## config.mk

```make
export PLATFORM = sky130hd
export DESIGN_NAME = iob_fifo_sync_asym_ctrl_flat
export DESIGN_NICKNAME = d
export VERILOG_FILES = /design/src/rtl/iob_fifo_sync_asym_ctrl_if.sv /design/src/rtl/iob_fifo_sync_asym_ctrl.sv /design/src/flat_wrapper.sv
export SDC_FILE = /design/constraint.sdc
export NUM_CORES = 1
export LEC_CHECK = 0
export BUFFER_PORTS_ARGS = -buffer_cell sky130_fd_sc_hd__buf_2
export CAP_MARGIN = 20
export CORE_MARGIN = 1.5
export CORE_UTILIZATION = 48
export CTS_BUF_LIST = sky130_fd_sc_hd__clkbuf_2
export DETAILED_ROUTE_END_ITERATION = 6
export HOLD_SLACK_MARGIN = 0.02
export PLACE_DENSITY = 0.87
export SYNTH_ARGS = -nofsm -noshare
export SYNTH_HDL_FRONTEND = slang
export SYNTH_SLANG_ARGS = --single-unit
```

## constraint.sdc

```tcl
create_clock -name clk -period 3.4 [get_ports clk]
set_clock_uncertainty 0.15 [all_clocks]
set_input_delay 0.34 -clock clk [delete_from_list [all_inputs] [get_ports clk]]
set_output_delay 0.34 -clock clk [all_outputs]
set_load 0.02 [all_outputs]
```

## src/rtl/iob_fifo_sync_asym_ctrl_if.sv

```systemverilog
// Producer/consumer handshake for the width-converting FIFO controller.
// The slave modport is the FIFO side; master is the producer/consumer side.
interface iob_fifo_sync_asym_ctrl_if #(
  parameter int W_DATA_W = 32,
  parameter int R_DATA_W = 8,
  parameter int ADDR_W   = 10
);
  logic                w_en;
  logic [W_DATA_W-1:0] w_data;
  logic                w_full;
  logic                r_en;
  logic [R_DATA_W-1:0] r_data;
  logic                r_empty;
  logic [ADDR_W:0]     level;
  logic                overflow;
  logic                underflow;

  modport slave (
    input  w_en, w_data, r_en,
    output w_full, r_data, r_empty, level, overflow, underflow
  );

  modport master (
    output w_en, w_data, r_en,
    input  w_full, r_data, r_empty, level, overflow, underflow
  );
endinterface

```

## src/rtl/iob_fifo_sync_asym_ctrl.sv

```systemverilog
// Sequences an external iob_ram_2p_asym as a width-converting FIFO:
// pointers, occupancy in min-width units, full/empty and sticky error flags.
module iob_fifo_sync_asym_ctrl #(
  parameter  int W_DATA_W  = 32,
  parameter  int R_DATA_W  = 8,
  parameter  int ADDR_W    = 10,
  localparam int MINDATA_W = (W_DATA_W < R_DATA_W) ? W_DATA_W : R_DATA_W,
  localparam int MAXDATA_W = (W_DATA_W < R_DATA_W) ? R_DATA_W : W_DATA_W,
  localparam int N         = MAXDATA_W / MINDATA_W,
  localparam int W_ADDR_W  = (W_DATA_W == MINDATA_W) ? ADDR_W : ADDR_W - $clog2(N),
  localparam int R_ADDR_W  = (R_DATA_W == MINDATA_W) ? ADDR_W : ADDR_W - $clog2(N)
) (
  input  logic                 clk,
  input  logic                 rst,
  iob_fifo_sync_asym_ctrl_if.slave fifo,
  output logic                 mem_w_en,
  output logic [W_ADDR_W-1:0]  mem_w_addr,
  output logic [W_DATA_W-1:0]  mem_w_data,
  output logic                 mem_r_en,
  output logic [R_ADDR_W-1:0]  mem_r_addr,
  input  logic [R_DATA_W-1:0]  mem_r_data
);

  localparam int WR  = W_DATA_W / MINDATA_W;
  localparam int RR  = R_DATA_W / MINDATA_W;
  localparam int CAP = 2 ** ADDR_W;

  localparam logic [ADDR_W:0] WR_L     = (ADDR_W+1)'(WR);
  localparam logic [ADDR_W:0] RR_L     = (ADDR_W+1)'(RR);
  localparam logic [ADDR_W:0] FULL_THR = (ADDR_W+1)'(CAP - WR);

  logic [W_ADDR_W-1:0] w_ptr;
  logic [R_ADDR_W-1:0] r_ptr;
  logic [ADDR_W:0]     level;
  logic [ADDR_W:0]     level_nxt;
  logic                overflow;
  logic                underflow;
  logic                w_full;
  logic                r_empty;
  logic                wacc;
  logic                racc;

  // Flags decode straight from the level register, one cycle behind the edge.
  assign w_full  = level > FULL_THR;
  assign r_empty = level < RR_L;
  assign wacc    = fifo.w_en & ~w_full;
  assign racc    = fifo.r_en & ~r_empty;

  assign mem_w_en   = wacc;
  assign mem_w_addr = w_ptr;
  assign mem_w_data = fifo.w_data;
  assign mem_r_en   = racc;
  assign mem_r_addr = r_ptr;

  assign fifo.r_data    = mem_r_data;
  assign fifo.w_full    = w_full;
  assign fifo.r_empty   = r_empty;
  assign fifo.level     = level;
  assign fifo.overflow  = overflow;
  assign fifo.underflow = underflow;

  always_comb begin
    level_nxt = level;
    if (wacc) level_nxt = level_nxt + WR_L;
    if (racc) level_nxt = level_nxt - RR_L;
  end

  always_ff @(posedge clk) begin
    if (rst) begin
      w_ptr     <= '0;
      r_ptr     <= '0;
      level     <= '0;
      overflow  <= 1'b0;
      underflow <= 1'b0;
    end else begin
      if (wacc) w_ptr <= w_ptr + W_ADDR_W'(1);
      if (racc) r_ptr <= r_ptr + R_ADDR_W'(1);
      level <= level_nxt;
      if (fifo.w_en & w_full)  overflow  <= 1'b1;
      if (fifo.r_en & r_empty) underflow <= 1'b1;
    end
  end

endmodule

```

## src/flat_wrapper.sv

```systemverilog
// flat-port wrapper written by rule: the top's interface ports become plain ports
module iob_fifo_sync_asym_ctrl_flat 
#(
  parameter  int W_DATA_W  = 32,
  parameter  int R_DATA_W  = 8,
  parameter  int ADDR_W    = 10,
  localparam int MINDATA_W = (W_DATA_W < R_DATA_W) ? W_DATA_W : R_DATA_W,
  localparam int MAXDATA_W = (W_DATA_W < R_DATA_W) ? R_DATA_W : W_DATA_W,
  localparam int N         = MAXDATA_W / MINDATA_W,
  localparam int W_ADDR_W  = (W_DATA_W == MINDATA_W) ? ADDR_W : ADDR_W - $clog2(N),
  localparam int R_ADDR_W  = (R_DATA_W == MINDATA_W) ? ADDR_W : ADDR_W - $clog2(N)
)
  (clk, rst, mem_w_en, mem_w_addr, mem_w_data, mem_r_en, mem_r_addr, mem_r_data, fifo_w_en, fifo_w_data, fifo_r_en, fifo_w_full, fifo_r_data, fifo_r_empty, fifo_level, fifo_overflow, fifo_underflow);
  iob_fifo_sync_asym_ctrl_if #(.W_DATA_W(W_DATA_W), .R_DATA_W(R_DATA_W), .ADDR_W(ADDR_W)) fifo_i ();
  input  logic clk;
  input  logic rst;
  output logic mem_w_en;
  output logic [W_ADDR_W-1:0] mem_w_addr;
  output logic [W_DATA_W-1:0] mem_w_data;
  output logic mem_r_en;
  output logic [R_ADDR_W-1:0] mem_r_addr;
  input  logic [R_DATA_W-1:0] mem_r_data;
  input wire logic [$bits(fifo_i.w_en)-1:0] fifo_w_en;
  input wire logic [$bits(fifo_i.w_data)-1:0] fifo_w_data;
  input wire logic [$bits(fifo_i.r_en)-1:0] fifo_r_en;
  output wire logic [$bits(fifo_i.w_full)-1:0] fifo_w_full;
  output wire logic [$bits(fifo_i.r_data)-1:0] fifo_r_data;
  output wire logic [$bits(fifo_i.r_empty)-1:0] fifo_r_empty;
  output wire logic [$bits(fifo_i.level)-1:0] fifo_level;
  output wire logic [$bits(fifo_i.overflow)-1:0] fifo_overflow;
  output wire logic [$bits(fifo_i.underflow)-1:0] fifo_underflow;
  assign fifo_i.w_en = fifo_w_en;
  assign fifo_i.w_data = fifo_w_data;
  assign fifo_i.r_en = fifo_r_en;
  assign fifo_w_full = fifo_i.w_full;
  assign fifo_r_data = fifo_i.r_data;
  assign fifo_r_empty = fifo_i.r_empty;
  assign fifo_level = fifo_i.level;
  assign fifo_overflow = fifo_i.overflow;
  assign fifo_underflow = fifo_i.underflow;
  iob_fifo_sync_asym_ctrl #(.W_DATA_W(W_DATA_W), .R_DATA_W(R_DATA_W), .ADDR_W(ADDR_W)) u_core (.clk(clk), .rst(rst), .fifo(fifo_i), .mem_w_en(mem_w_en), .mem_w_addr(mem_w_addr), .mem_w_data(mem_w_data), .mem_r_en(mem_r_en), .mem_r_addr(mem_r_addr), .mem_r_data(mem_r_data));
endmodule
```

# Yosys cells after proc, flatten, opt, wreduce, memory -nomap -nowiden

Cells that the tools add are included.

Flip-flop bits (word level): 31
Input port bits: 44
Output and inout bits: 75
Word-level logic and storage cells: 19

Add/subtract/negate cells: 4
Magnitude comparators: 2
Mux-type cells: 2
Bitwise logic cells: 6

Operators with widths:

| cell                                                                    | number |
|---|---|
| 11-bit 2-to-1 mux                                                       | 2 |
| 11-bit by 3-bit adder with 11-bit output (second input constant)        | 1 |
| 11-bit by 10-bit > comparator with 1-bit output (second input constant) | 1 |
| 11-bit by 1-bit < comparator with 1-bit output (second input constant)  | 1 |
| 11-bit by 1-bit subtractor with 11-bit output (second input constant)   | 1 |
| 10-bit by 1-bit adder with 10-bit output (second input constant)        | 1 |
| 8-bit by 1-bit adder with 8-bit output (second input constant)          | 1 |
| 1-bit AND                                                               | 4 |
| 1-bit NOT                                                               | 2 |

# Longest topological paths before layout

Depth in word-level cells: 6
Mapped depth: 9
Depth with buffers taken out: 8

# Least setup slack after synthesis

No wires, ideal clock.

Path type: register -> register
From: register u_core.level[3] (netlist: u_core.fifo.level[3])
To: register u_core.level[9] (netlist: u_core.fifo.level[9])
Arrival: 1.979 ns
Required time: 3.122 ns
Slack: 1.143 ns
Stages on the path, launching flop included: 8
Buffers on the path: 0
Period minus slack after synthesis: 2.257 ns
Path through: dfxtp_1 ha_1 or3b_1 o32ai_1 nand4_2 a2111oi_2 xor2_1 nor2_1

Longest elaborated chain between the ends: 6
Elaborated cells between the ends (all ways): 10

Ends and longest elaborated chain:

| item                                            | line                          | text |
|---|---|---|
| from (decl)                                     | iob_fifo_sync_asym_ctrl.sv:34 | `logic [ADDR_W:0] level;` |
| from (signal assigned)                          | iob_fifo_sync_asym_ctrl.sv:78 | `level <= level_nxt;` |
| 11-bit by 10-bit > comparator with 1-bit output | iob_fifo_sync_asym_ctrl.sv:44 | `assign w_full = level > FULL_THR;` |
| 1-bit NOT                                       | iob_fifo_sync_asym_ctrl.sv:46 | `assign wacc = fifo.w_en & ~w_full;` |
| 1-bit AND                                       | iob_fifo_sync_asym_ctrl.sv:46 |  |
| 11-bit 2-to-1 mux                               | iob_fifo_sync_asym_ctrl.sv:64 | `if (wacc) level_nxt = level_nxt + WR_L;` |
| 11-bit by 1-bit subtractor with 11-bit output   | iob_fifo_sync_asym_ctrl.sv:65 | `if (racc) level_nxt = level_nxt - RR_L;` |
| 11-bit 2-to-1 mux (*)                           | iob_fifo_sync_asym_ctrl.sv:65 |  |

Every way passes the cells marked *; elsewhere a longest branch is shown, timed or not.
A chain may end at the register's enable or synchronous reset.

# Worst setup path in the final report

From: register u_core.level[10] (netlist: u_core.fifo.level[10])
To: register u_core.level[10] (netlist: u_core.fifo.level[10])

Same word-level chain as after synthesis.

==> metrics.yaml <==
drt:
  wl_per_cell_um: 14.3
  drtPass1Iterations: 4
  routed_via_density: 5.46
  routed_wl_um: 3990
  drtAntennaViolNets: 0
  drcViolationCount: 0
  detail_route.iter0.violations: 75
  vias: 1530
cells_and_area:
  drive_gt1_share_pct: 24.3
  nets: 277
  nFillCells: 378
  diodes: 0
  syn_to_final_growth_pct: -2.96
clock_network:
  cts-buffers-inserted: 5
  cts.clk_slew.worst_paths_ns: 0.16
  ctsResizeCount: 0
  cts_tree: "built"
  holdBufCountCts: 0
  cts_max_path_buffers: 2
  cts_num_sinks: 31
  clk_latency_ns: 0.37
  cts_max_level: 2
  root_buffer: "clkbuf_2"
  post_cts_buffers: 0
timing:
  hold_violations: 0
  finalSetupViolCount: 0
  timing.setup.tns_ns: 0
  tightest_slew_ns: 0.783
  holdWs_ns: 0.0631
  rsz0062_at_grt: "false"
  fmax_mhz: 380
  relSlewSlack_pct: 47.7
  slew_viol_final: 0
  finalCriticalPeriod_ns: 2.63
  fin_crit_sh_pct: 77.4
placed_design:
  port-buffer-count: 38
  hpwl_um: 2900
  place_congestion: 0.865
worst_setup_path:
  worstSetupStartpointType: "register"
  worstSetupPathType: "register to register"
  crit_fanout: 14
  critical_path_arrival_ns: 2.73
  critical_path.endpoint_type: "register"
  required_ns: 3.50
pwr:
  power_density_nw_per_um2: 768
  leakagePower_nw: 0.859
  ir_drop_v: 0.000517
  p_total_mw: 1.48
floorplanning:
  dieArea_um2: 4530
  ios: 119
  start_util_pct: 49.6
  core_area_um2: 4000
  die_x_um: 67.3
  fp-row-count: 23
  die_height_um: 67.3
global_routing:
  grt_usage_pct: 18.7
  overflow: 0
  grt_pass1_wl_um: 6360
  grt_max_degree: 32
  grt_pass1_vias: 1364
  antenna_found_initial: 0
yosys:
  ys_seq_area_share_pct: 31.3
  synth_cell_type_count: 45
  synth_fp_nets: 280
  synthArstFlopShare_pct: 0
  netlist_area_um2: 1990
  synth_seq_cells: 31
  synth_edf_count: 0
  ys_warn_count: 0
  syn_inst: 232
  syn_area_per_cell_um2: 8.56
  synth_top_flop_cell: "dfxtp_1"
status:
  outcome: "finished clean"
job:
  timing.max_cap.violations: 0
worst_hold_path:
  hold_path.class: "input pin to register"
-- where the power goes --
group          internal, mW  switching (mW)  leakage, nW
Sequential            0.436           0.110        0.252
Combinational         0.286           0.474        0.579
Clock                0.0494           0.123       0.0281
Total                 0.771           0.708        0.859
-- worst max-delay path, stage by stage, from the launching register on --
cell and delay (ns):
dfxtp_1 0.50, nor3_1 0.13, a31oi_2 0.67, nand4_1 0.41
a2111oi_2 0.41, xor2_1 0.19, nor2_1 0.05
-- sequential cells by signal (all words and copies together), names as in the netlist --
name and cells:
u_core.fifo.level 11, u_core.mem_r_addr 10, u_core.mem_w_addr 8, u_core.fifo.overflow 1, u_core.fifo.underflow 1
-- cell type report --
class	instances	area, um^2	share of cell area (%)
multi-input combinational	147	993	51.6
sequential	31	621	32.2
timing repair buffer	38	190	9.87
tap	50	62.6	3.25
clock buffer	6	30.0	1.56
inverter	6	22.5	1.17
clock inverter	2	7.51	0.390
-- path summary, 6_finish.rpt --
path | slack (ns) | depth (start not counted) | from | endpoint
setup / recovery | 0.77 | 6 | u_core.fifo.level[10]$_SDFF_PP0_ | u_core.fifo.level[10]$_SDFF_PP0_
hold / removal | 0.06 | 3 | fifo_r_en | u_core.fifo.underflow$_SDFFE_PP0P_
setup reg to reg | 0.77 | 6 | u_core.fifo.level[10]$_SDFF_PP0_ | u_core.fifo.level[10]$_SDFF_PP0_
hold reg to reg | 0.36 | 2 | u_core.fifo.underflow$_SDFFE_PP0P_ | u_core.fifo.underflow$_SDFFE_PP0P_
-- per-layer routing --
metal  wire length (um)  global-route usage, %  vias to the layer above
met5                  0                      0                        -
met4                 56                   7.91                        0
met3                338                   6.50                        5
met2               1790                   28.3                       64
met1               1800                   24.1                      706
li1                   -                      -                      755
-- cells in the mapped netlist, types with 2 or more instances --
cell type	instances	area [um^2]
a2111oi_2	3	45.0
a211oi_1	2	15.0
and2_1	2	12.5
or3_1	2	12.5
nand3_1	13	65.1
inv_1	6	22.5
and3_1	5	31.3
ha_1	4	50.1
buf_2	3	15.0
nor4_1	2	12.5
dfxtp_1	31	621
buf_4	40	300
a21oi_1	7	35.0
clkbuf_1	3	11.3
xnor2_1	7	61.3
buf_6	2	22.5
nand4_1	9	56.3
mux2i_1	4	40.0
o21ai_0	4	20.0
nor2_1	32	120
xor2_1	17	149
nand2_1	5	18.8
nor3_1	5	25.0
nand4b_1	2	17.5
and2_4	2	17.5
-- kinds of logic after synthesis --
kind of cell               count (synthesis)  share of synthesized area (%)
AOI/OAI and AO/OA                         25                           9.89
xor gates and xnor gates                  24                           10.6
adders and majority gates                  4                           2.52
buffers and inverters                     54                           18.7
DFF                                       31                           31.3
muxes                                      4                           2.02
and+or+nand+nor                           90                           25.0
-- per-stage QoR --
step	utilization (%)	setup WS (ns)	instance area (um^2)	cells
after floorplan	-	1.14	1990	232
after global placement	47.2	0.991	1890	272
after detailed placement	47.2	0.856	1890	272
after CTS	48.2	0.804	1930	280
after global routing	48.2	0.533	1930	280
final	48.2	0.770	1930	280
-- cells in the final DEF (no fill, tap or decap), drive strengths merged, types with 3 or more instances in the layout --
cell type and n:
xnor2 7, nor2 32, a21oi 7, inv 6, nand4 11, nand3 13, xor2 17, and2 4
mux2i 4, a2111oi 3, buf 38, o21ai 4, clkbuf 6, dfxtp 31, ha 4, nor3 5
and3 6, nand2 5
Power figures use the tool's default switching activity.
